<file path="config.mk">
export PLATFORM = sky130hd
export DESIGN_NAME = knn_ctrl
export DESIGN_NICKNAME = d
export VERILOG_FILES = /design/src/rtl/knn_ctrl_pkg.sv /design/src/rtl/knn_ctrl_cnt.sv /design/src/rtl/knn_ctrl.sv
export SDC_FILE = /design/constraint.sdc
export NUM_CORES = 1
export LEC_CHECK = 0
export CAP_MARGIN = 10
export CORE_UTILIZATION = 39
export DETAILED_ROUTE_END_ITERATION = 10
export PLACE_DENSITY = 0.76
export SLEW_MARGIN = 20
export SYNTH_ARGS = -nofsm -noshare
export SYNTH_HDL_FRONTEND = slang
export SYNTH_SLANG_ARGS = --single-unit
</file>
<file path="constraint.sdc">
create_clock -name clk -period 1.7 [get_ports clk]
set_input_delay 0.255 -clock clk [delete_from_list [all_inputs] [get_ports clk]]
set_output_delay 0.255 -clock clk [all_outputs]
set_load 0.02 [all_outputs]
</file>
<file path="src/rtl/knn_ctrl_pkg.sv">
// Shared state encoding and field layout for the k-NN sequencer.
package knn_ctrl_pkg;

   localparam logic [3:0] S_IDLE  = 4'd0;
   localparam logic [3:0] S_INIT  = 4'd1;
   localparam logic [3:0] S_FETCH = 4'd2;
   localparam logic [3:0] S_LOAD  = 4'd3;
   localparam logic [3:0] S_ACC_X = 4'd4;
   localparam logic [3:0] S_ACC_Y = 4'd5;
   localparam logic [3:0] S_REG   = 4'd6;
   localparam logic [3:0] S_PUSH  = 4'd7;
   localparam logic [3:0] S_DONE  = 4'd8;

   localparam int unsigned CYC_PER_PT = 6;

   localparam int unsigned X_MSB = 31;
   localparam int unsigned X_LSB = 16;
   localparam int unsigned Y_MSB = 15;
   localparam int unsigned Y_LSB = 0;

   // Cycles from an accepted go to the done pulse, inclusive of both ends' edges.
   function automatic int unsigned run_cycles(input int unsigned n);
      return 2 + CYC_PER_PT * n;
   endfunction

endpackage

</file>
<file path="src/rtl/knn_ctrl_cnt.sv">
// Loadable address / remaining-point counter pair with address wrap and count decode.
module knn_ctrl_cnt
   import knn_ctrl_pkg::*;
#(
   parameter int unsigned ADDR_W = 10
) (
   input  logic              clk,
   input  logic              rst,
   input  logic              load,
   input  logic              step,
   input  logic [ADDR_W-1:0] base_addr,
   input  logic [ADDR_W:0]   n_train,
   output logic [ADDR_W-1:0] addr,
   output logic              rem_zero,
   output logic              rem_one
);

   logic [ADDR_W-1:0] addr_q;
   logic [ADDR_W:0]   rem_q;

   always_ff @(posedge clk) begin
      if (rst) begin
         addr_q <= '0;
         rem_q  <= '0;
      end else if (load) begin
         addr_q <= base_addr;
         rem_q  <= n_train;
      end else if (step) begin
         // Address wraps naturally modulo 2^ADDR_W.
         addr_q <= addr_q + ADDR_W'(1);
         rem_q  <= rem_q - (ADDR_W + 1)'(1);
      end
   end

   assign addr     = addr_q;
   assign rem_zero = (rem_q == '0);
   assign rem_one  = (rem_q == (ADDR_W + 1)'(1));

endmodule

</file>
<file path="src/rtl/knn_ctrl.sv">
// k-NN sequencer: walks the training memory and strobes the distance/list datapath per point.
module knn_ctrl
   import knn_ctrl_pkg::*;
#(
   parameter int unsigned DATA_W = 32,
   parameter int unsigned LABEL  = 8,
   parameter int unsigned ADDR_W = 10
) (
   input  logic              clk,
   input  logic              rst,
   input  logic              go,
   input  logic              abort,
   input  logic [ADDR_W-1:0] base_addr,
   input  logic [ADDR_W:0]   n_train,
   output logic              busy,
   output logic              done,
   output logic              mem_ren,
   output logic [ADDR_W-1:0] mem_addr,
   input  logic [DATA_W-1:0] mem_rdata,
   input  logic [LABEL-1:0]  lbl_rdata,
   output logic [DATA_W-1:0] core_b,
   output logic [LABEL-1:0]  core_label,
   output logic              core_start,
   output logic              core_rst_acc,
   output logic              core_en_acc,
   output logic              core_sel_xy,
   output logic              core_en_reg,
   output logic              core_valid
);

   logic [3:0] state_q, state_d;
   logic       cnt_load, cnt_step;
   logic       rem_zero, rem_one;

   assign cnt_load = (state_q == S_IDLE) && go && !abort;
   assign cnt_step = (state_q == S_PUSH);

   knn_ctrl_cnt #(
      .ADDR_W(ADDR_W)
   ) u_cnt (
      .clk      (clk),
      .rst      (rst),
      .load     (cnt_load),
      .step     (cnt_step),
      .base_addr(base_addr),
      .n_train  (n_train),
      .addr     (mem_addr),
      .rem_zero (rem_zero),
      .rem_one  (rem_one)
   );

   always_comb begin
      state_d = state_q;
      case (state_q)
         S_IDLE:  if (cnt_load) state_d = S_INIT;
         S_INIT:  state_d = rem_zero ? S_DONE : S_FETCH;
         S_FETCH: state_d = S_LOAD;
         S_LOAD:  state_d = S_ACC_X;
         S_ACC_X: state_d = S_ACC_Y;
         S_ACC_Y: state_d = S_REG;
         S_REG:   state_d = S_PUSH;
         S_PUSH:  state_d = rem_one ? S_DONE : S_FETCH;
         S_DONE:  state_d = S_IDLE;
         default: state_d = S_IDLE;
      endcase
      if (abort && (state_q != S_IDLE)) state_d = S_IDLE;
   end

   // Strobes are decoded from the next state so they line up with state_q.
   always_ff @(posedge clk) begin
      if (rst) begin
         state_q      <= S_IDLE;
         busy         <= 1'b0;
         done         <= 1'b0;
         mem_ren      <= 1'b0;
         core_start   <= 1'b0;
         core_rst_acc <= 1'b0;
         core_en_acc  <= 1'b0;
         core_sel_xy  <= 1'b0;
         core_en_reg  <= 1'b0;
         core_valid   <= 1'b0;
      end else begin
         state_q      <= state_d;
         busy         <= (state_d != S_IDLE);
         done         <= (state_d == S_DONE);
         mem_ren      <= (state_d == S_FETCH);
         core_start   <= (state_d == S_INIT);
         core_rst_acc <= (state_d == S_LOAD);
         core_en_acc  <= (state_d == S_ACC_X) || (state_d == S_ACC_Y);
         core_sel_xy  <= (state_d == S_ACC_Y);
         core_en_reg  <= (state_d == S_REG);
         core_valid   <= (state_d == S_PUSH);
      end
   end

   always_ff @(posedge clk) begin
      if (rst) begin
         core_b     <= '0;
         core_label <= '0;
      end else if (state_q == S_LOAD) begin
         core_b     <= {mem_rdata[X_MSB:X_LSB], mem_rdata[Y_MSB:Y_LSB]};
         core_label <= lbl_rdata;
      end
   end

endmodule

</file>
* Word-level counts from Yosys, hierarchy flattened
Index checks and enable logic that the tools add are counted.
** Cells by class
- $add $sub $neg :: 2
- Eq/ne operators :: 16
- Muxes and demuxes :: 9
- Reductions and logical operators :: 10
** Operators with widths (number)
- == test 4 x 3 -> 1 bit (second input constant) :: 8
- one-hot mux 4 bit (8 select lines) :: 1
- 2-to-1 mux 11 bit :: 2
- 2-to-1 mux 10 bit :: 2
- == test 4 x 2 -> 1 bit (second input constant) :: 4
- 2-to-1 mux 4 bit :: 4
- == test 11 x 1 -> 1 bit (second input constant) :: 1
- zero test 11 bit :: 1
- subtractor 11 x 1 -> 11 bit (second input constant) :: 1
- adder 10 x 1 -> 10 bit (second input constant) :: 1
- == test 4 x 1 -> 1 bit (second input constant) :: 2
- nonzero test 4 bit :: 2
- == test 4 bit (second input constant) :: 1
- zero test 4 bit :: 1
- logical AND 1 bit :: 3
- nonzero test 2 bit :: 1
- zero test 1 bit :: 1
- logical OR 1 bit :: 1
** Word-level totals
- Flip-flop bits (word level) :: 74
- Bits of input ports :: 65
- Output and inout bits :: 59
- Logic and storage cells :: 51

* Depth between registers and ports, before layout
- Depth in word-level cells :: 8
- Depth in mapped cells :: 8
- Depth with buffers taken out :: 7

* By module
Synthesis repeated with hierarchy kept, for this count alone.
** Unflattened totals
- Cells, all modules :: 380
- Area, all modules :: 3140.5 µm²
** By module, submodules not included
- knn_ctrl :: instances 1, cells each 232, area an instance 1899.3 µm², sequential area each 1061.0 µm²
- knn_ctrl_cnt :: instances 1, cells each 148, area an instance 1241.2 µm², sequential area each 420.4 µm²

* Worst setup path before layout
No wires, ideal clock.
- Path kind :: flip-flop to flip-flop
- From :: register u_cnt.rem_q[4]
- To :: register busy
- Setup time :: 0.116 ns
- Arrival :: 1.482 ns
- Required time :: 1.584 ns
- Setup slack :: 0.101 ns
- Cell stages (with the launch flop) :: 6
- Path buffers :: 0
- Clock period less this slack :: 1.599 ns
- Path through :: dfxtp_1 > nor4_2 > and4b_1 > nor4_1 > or2_1 > o211a_1
** Between the ends
- Word-level cells in the longest chain between the ends :: 5
- Elaborated cells on any way between the ends :: 7
- Classes of those cells :: eq/ne: 1; mux: 4; reduce/logical: 2
** RTL lines
- start: declaration :: RTL line knn_ctrl_cnt.sv:19 : logic [ADDR_W:0] rem_q;
- start signal: assignment :: RTL line knn_ctrl_cnt.sv:27 : rem_q <= n_train;
- start signal: assignment :: RTL line knn_ctrl_cnt.sv:31 : rem_q <= rem_q - (ADDR_W + 1)'(1);
- == test 11 x 1 -> 1 bit / zero test 11 bit (equally long branches) :: RTL line knn_ctrl_cnt.sv:37, knn_ctrl_cnt.sv:36
- 2-to-1 mux 4 bit (on tied branches) :: RTL line knn_ctrl.sv:62, knn_ctrl.sv:56
- one-hot mux 4 bit (8 select lines) * :: RTL line knn_ctrl.sv:54 : case (state_q)
- 2-to-1 mux 4 bit * :: RTL line knn_ctrl.sv:66 : if (abort && (state_q != S_IDLE)) state_d = S_IDLE;
- nonzero test 4 bit * :: RTL line knn_ctrl.sv:84 : busy <= (state_d != S_IDLE);
- end signal: assignment :: RTL line knn_ctrl.sv:84
- end: declaration :: RTL line knn_ctrl.sv:15 : output logic busy,
Every way passes the cells marked *; elsewhere a longest branch is shown, timed or not.
A chain may end at the register's enable or synchronous reset.

* Final worst setup path
- From :: register u_cnt.addr_q[5], in the netlist u_cnt.addr[5]
- To :: output mem_addr[5]
** RTL lines
- start: declaration :: RTL line knn_ctrl_cnt.sv:18 : logic [ADDR_W-1:0] addr_q;
- start signal: assignment :: RTL line knn_ctrl_cnt.sv:26 : addr_q <= base_addr;
- start signal: assignment :: RTL line knn_ctrl_cnt.sv:30 : addr_q <= addr_q + ADDR_W'(1);
- end: declaration :: RTL line knn_ctrl.sv:18 : output logic [ADDR_W-1:0] mem_addr,
No word-level cell between the ends.

==> results.sh <==
export IMPL_status="finished clean"
export IMPL_place_congestion=0.813
export IMPL_critical_path_reg2reg_endpoint="busy$_SDFF_PP0_"
export IMPL_commonest_cells_after_routing_fill_and_taps_aside="sky130_fd_sc_hd__clkdlybuf4s50_1, sky130_fd_sc_hd__nand2_1, sky130_fd_sc_hd__dfxtp_1"
export IMPL_timing_max_transition_violations_final=0
export IMPL_cts_tree="done"
export IMPL_max_cap_violations=0
export IMPL_global_route_usage_total=0.194
export IMPL_endpoint="mem_addr[5]"
export IMPL_number_of_cts_inserted_buffers=9
export IMPL_post_layout_total_power_mw=4.28
export IMPL_die_h_um=90.9
export IMPL_yosys_warning_total=0
export IMPL_clock_sink_count=74
export IMPL_ys_seq_area_frac=0.481
export IMPL_clock_path_buffers=2
export IMPL_critPathTopFamily="buffers and inverters"
export IMPL_critPathCaptureType="primary output"
export IMPL_critical_path_arrival_ns=1.39
export IMPL_path_cells="clkdlybuf4s50_1"
export IMPL_via_count=3013
export IMPL_critical_path_slowest_cell="sky130_fd_sc_hd__clkdlybuf4s50_1"
export IMPL_post_dp_cell_area_um2=4470
export IMPL_worstPathBufferInverterCount=1
export IMPL_vdd_drop_max_uv=398
export IMPL_hpwlAfterDp_um=5500
export IMPL_count_of_flip_flops_with_a_built_in_enable_after_synthesis=0
export IMPL_route_antenna_remaining_nets=0
export IMPL_postSynth_asyncResetShare=0
export IMPL_insertion_delay_ns=0.34
export IMPL_timing_critical_path_depth=1
export IMPL_initial_core_util=0.401
export IMPL_finalSetupTns_ns=0
export IMPL_ioPinCount=124
export IMPL_rsz0062_at_grt="yes"
export IMPL_rrSetupSlack_ns=0.06
export IMPL_antenna_found_initial=0
export IMPL_hold_crit_class="input port to flip-flop"
export IMPL_grt_pass1_vias=2847
export IMPL_fin_nets=568
export IMPL_worst_path_max_fanout=5
export IMPL_final_setup_violating_endpoints=0
export IMPL_totalWireLength_um=7990
export IMPL_clock_root_buffer="sky130_fd_sc_hd__clkbuf_8"
export IMPL_die_area_um2=8250
export IMPL_row_count=32
export IMPL_setup_worst_path_start_class="flip-flop"
export IMPL_drt_pre_antenna_iters=6
export IMPL_netlist_area_pre_place_um2=3080
export IMPL_average_vias_per_placed_instance=4.97
export IMPL_layout_utilization=0.617
export IMPL_mappedNetlistNets=445
export IMPL_number_of_flip_flops_under_the_largest_register_name=32
export IMPL_p_leak_nw=1.75
export IMPL_criticalPathCategory="flip-flop to primary output"
export IMPL_min_period_over_period=0.965
export IMPL_critical_path_startpoint="u_cnt.addr[5]$_SDFFE_PP0P_"
export IMPL_regToRegStartpoint="u_cnt.rem_q[5]$_SDFFE_PP0P_"
export IMPL_clk_transition_reported_paths_ns=0.08
export IMPL_timing_final_crit_period_ns=1.64
export IMPL_slew_headroom=0.667
export IMPL_syn_inst=376
export IMPL_synth_top_flop_cell="sky130_fd_sc_hd__dfxtp_1"
export IMPL_pin_count_of_the_biggest_net_entering_global_routing=47
export IMPL_fin_skew_ns=0.00932
export IMPL_fp_coreArea_um2=7690
export IMPL_finalHoldViolations=0
export IMPL_layout_commonest_cell="sky130_fd_sc_hd__clkdlybuf4s50_1"
export IMPL_cellPowerDensity_nw_per_um2=903
export IMPL_cpPeakStageDelay_ns=0.63
export IMPL_yosys_register_bits=74
export IMPL_dr_drc_count=0
export IMPL_global_route_wire_length_before_repair_um=13000
export IMPL_die_x_um=90.9
export IMPL_worst_r2r_cell_count=5
export IMPL_antenna_diode_count=0
export IMPL_top_register="core_b"
export IMPL_drive_gt1_frac=0.0972
export IMPL_required_ns=1.44
export IMPL_first_iter_violations=103
export IMPL_gr_total_overflow=0
export IMPL_yosys_cell_types_count=46
export IMPL_clock_fmax_ghz=0.610
export IMPL_syn_avg_cell_area_um2=8.19
export IMPL_numPortBuffers=123
export IMPL_ctsHtreeMaxLevel=3
export IMPL_postLayoutCellArea_um2=4740
export IMPL_worstMarginPinSlew_ns=0.500
export IMPL_layout_area_overhead_vs_synth_pct=54.1
export IMPL_detail_routed_net_length_per_standard_cell_um=13.2
[synth_stat cells (2+ instances only)]
library cell / instances / area, um^2
sky130_fd_sc_hd__a21oi_1: 45 / 225
sky130_fd_sc_hd__a211oi_1: 17 / 128
sky130_fd_sc_hd__xnor2_1: 6 / 52.6
sky130_fd_sc_hd__o31ai_1: 2 / 15.0
sky130_fd_sc_hd__xor2_1: 9 / 78.8
sky130_fd_sc_hd__a311oi_1: 2 / 17.5
sky130_fd_sc_hd__nor3b_1: 3 / 22.5
sky130_fd_sc_hd__buf_2: 8 / 40.0
sky130_fd_sc_hd__clkbuf_1: 16 / 60.1
sky130_fd_sc_hd__nand4_1: 2 / 12.5
sky130_fd_sc_hd__ha_1: 4 / 50.1
sky130_fd_sc_hd__or3_1: 2 / 12.5
sky130_fd_sc_hd__o21ai_0: 4 / 20.0
sky130_fd_sc_hd__nor3_1: 6 / 30.0
sky130_fd_sc_hd__and3_1: 3 / 18.8
sky130_fd_sc_hd__inv_1: 5 / 18.8
sky130_fd_sc_hd__nor4_1: 3 / 18.8
sky130_fd_sc_hd__nand3_1: 5 / 25.0
sky130_fd_sc_hd__and4b_1: 2 / 20.0
sky130_fd_sc_hd__nand2_1: 99 / 372
sky130_fd_sc_hd__dfxtp_1: 74 / 1480
sky130_fd_sc_hd__nor2_1: 35 / 131
[cell families after synthesis]
family / after synthesis / share of synthesized area
flip-flops: 74 / 0.481
XOR/XNOR: 15 / 0.0427
AO/OA/AOI/OAI: 79 / 0.158
buffers and inverters: 32 / 0.0459
adder cells (fa/ha/maj): 4 / 0.0163
AND/OR/NAND/NOR: 172 / 0.256
[metrics by stage]
step | instances | setup WS (ns) | hold slack [ns]
final | 606 | 0.0598 | 0.237
after global routing | 606 | -0.00800 | 0.234
after CTS | 606 | 0.0104 | 0.226
after detailed placement | 590 | 0.0576 | 0.448
after global placement | 590 | 0.0770 | 0.441
after floorplan | 376 | 0.101 | 0.373
[how the worst min path moves through the flow]
stage                          startpoint                         end  slack (ns)  depth (start not counted)
2_1_floorplan                          go       state_q[0]$_SDFF_PP0_        0.37                          1
3_3_place_gp       core_b[0]$_SDFFE_PP0P_      core_b[0]$_SDFFE_PP0P_        0.44                          2
3_5_place_dp   core_label[1]$_SDFFE_PP0P_  core_label[1]$_SDFFE_PP0P_        0.45                          2
4_1_cts                               rst             busy$_SDFF_PP0_        0.23                          3
5_1_grt                               rst             busy$_SDFF_PP0_        0.23                          3
6_report                              rst             busy$_SDFF_PP0_        0.24                          3
[what timing repair did]
item | CTS | global route
pin swaps | 0 | 2
buffers inserted | 0 | 0
hold buffers | 0 | 0
cloned | 0 | 0
hold endpoints to repair | 0 | 0
resized for setup | 1 | 12
endpoints found under the setup margin | 1 | 12
[layer usage]
metal | GRT usage | routed length (um) | vias to the layer above
met5 | 0 | 0 | -
met4 | 0.110 | 223 | 0
met3 | 0.0236 | 332 | 18
met2 | 0.324 | 4030 | 91
met1 | 0.241 | 3400 | 1394
li1 | - | - | 1510
[final cells by class]
class,count,area [um^2]
multi-input combinational,270,1490
inverter,5,18.8
fill,674,2940
timing repair buffer,139,1390
tap,102,128
sequential,74,1490
clock inverter,6,105
clock buffer,10,128
[where the power goes]
part           leakage [nW]  switching [mW]  internal (mW)
Sequential            0.602          0.0779           1.82
Combinational          1.03           0.373          0.411
Clock                 0.120           0.629          0.968
Total                  1.75            1.08           3.20
Note: power is estimated with default switching activity, not from simulation.
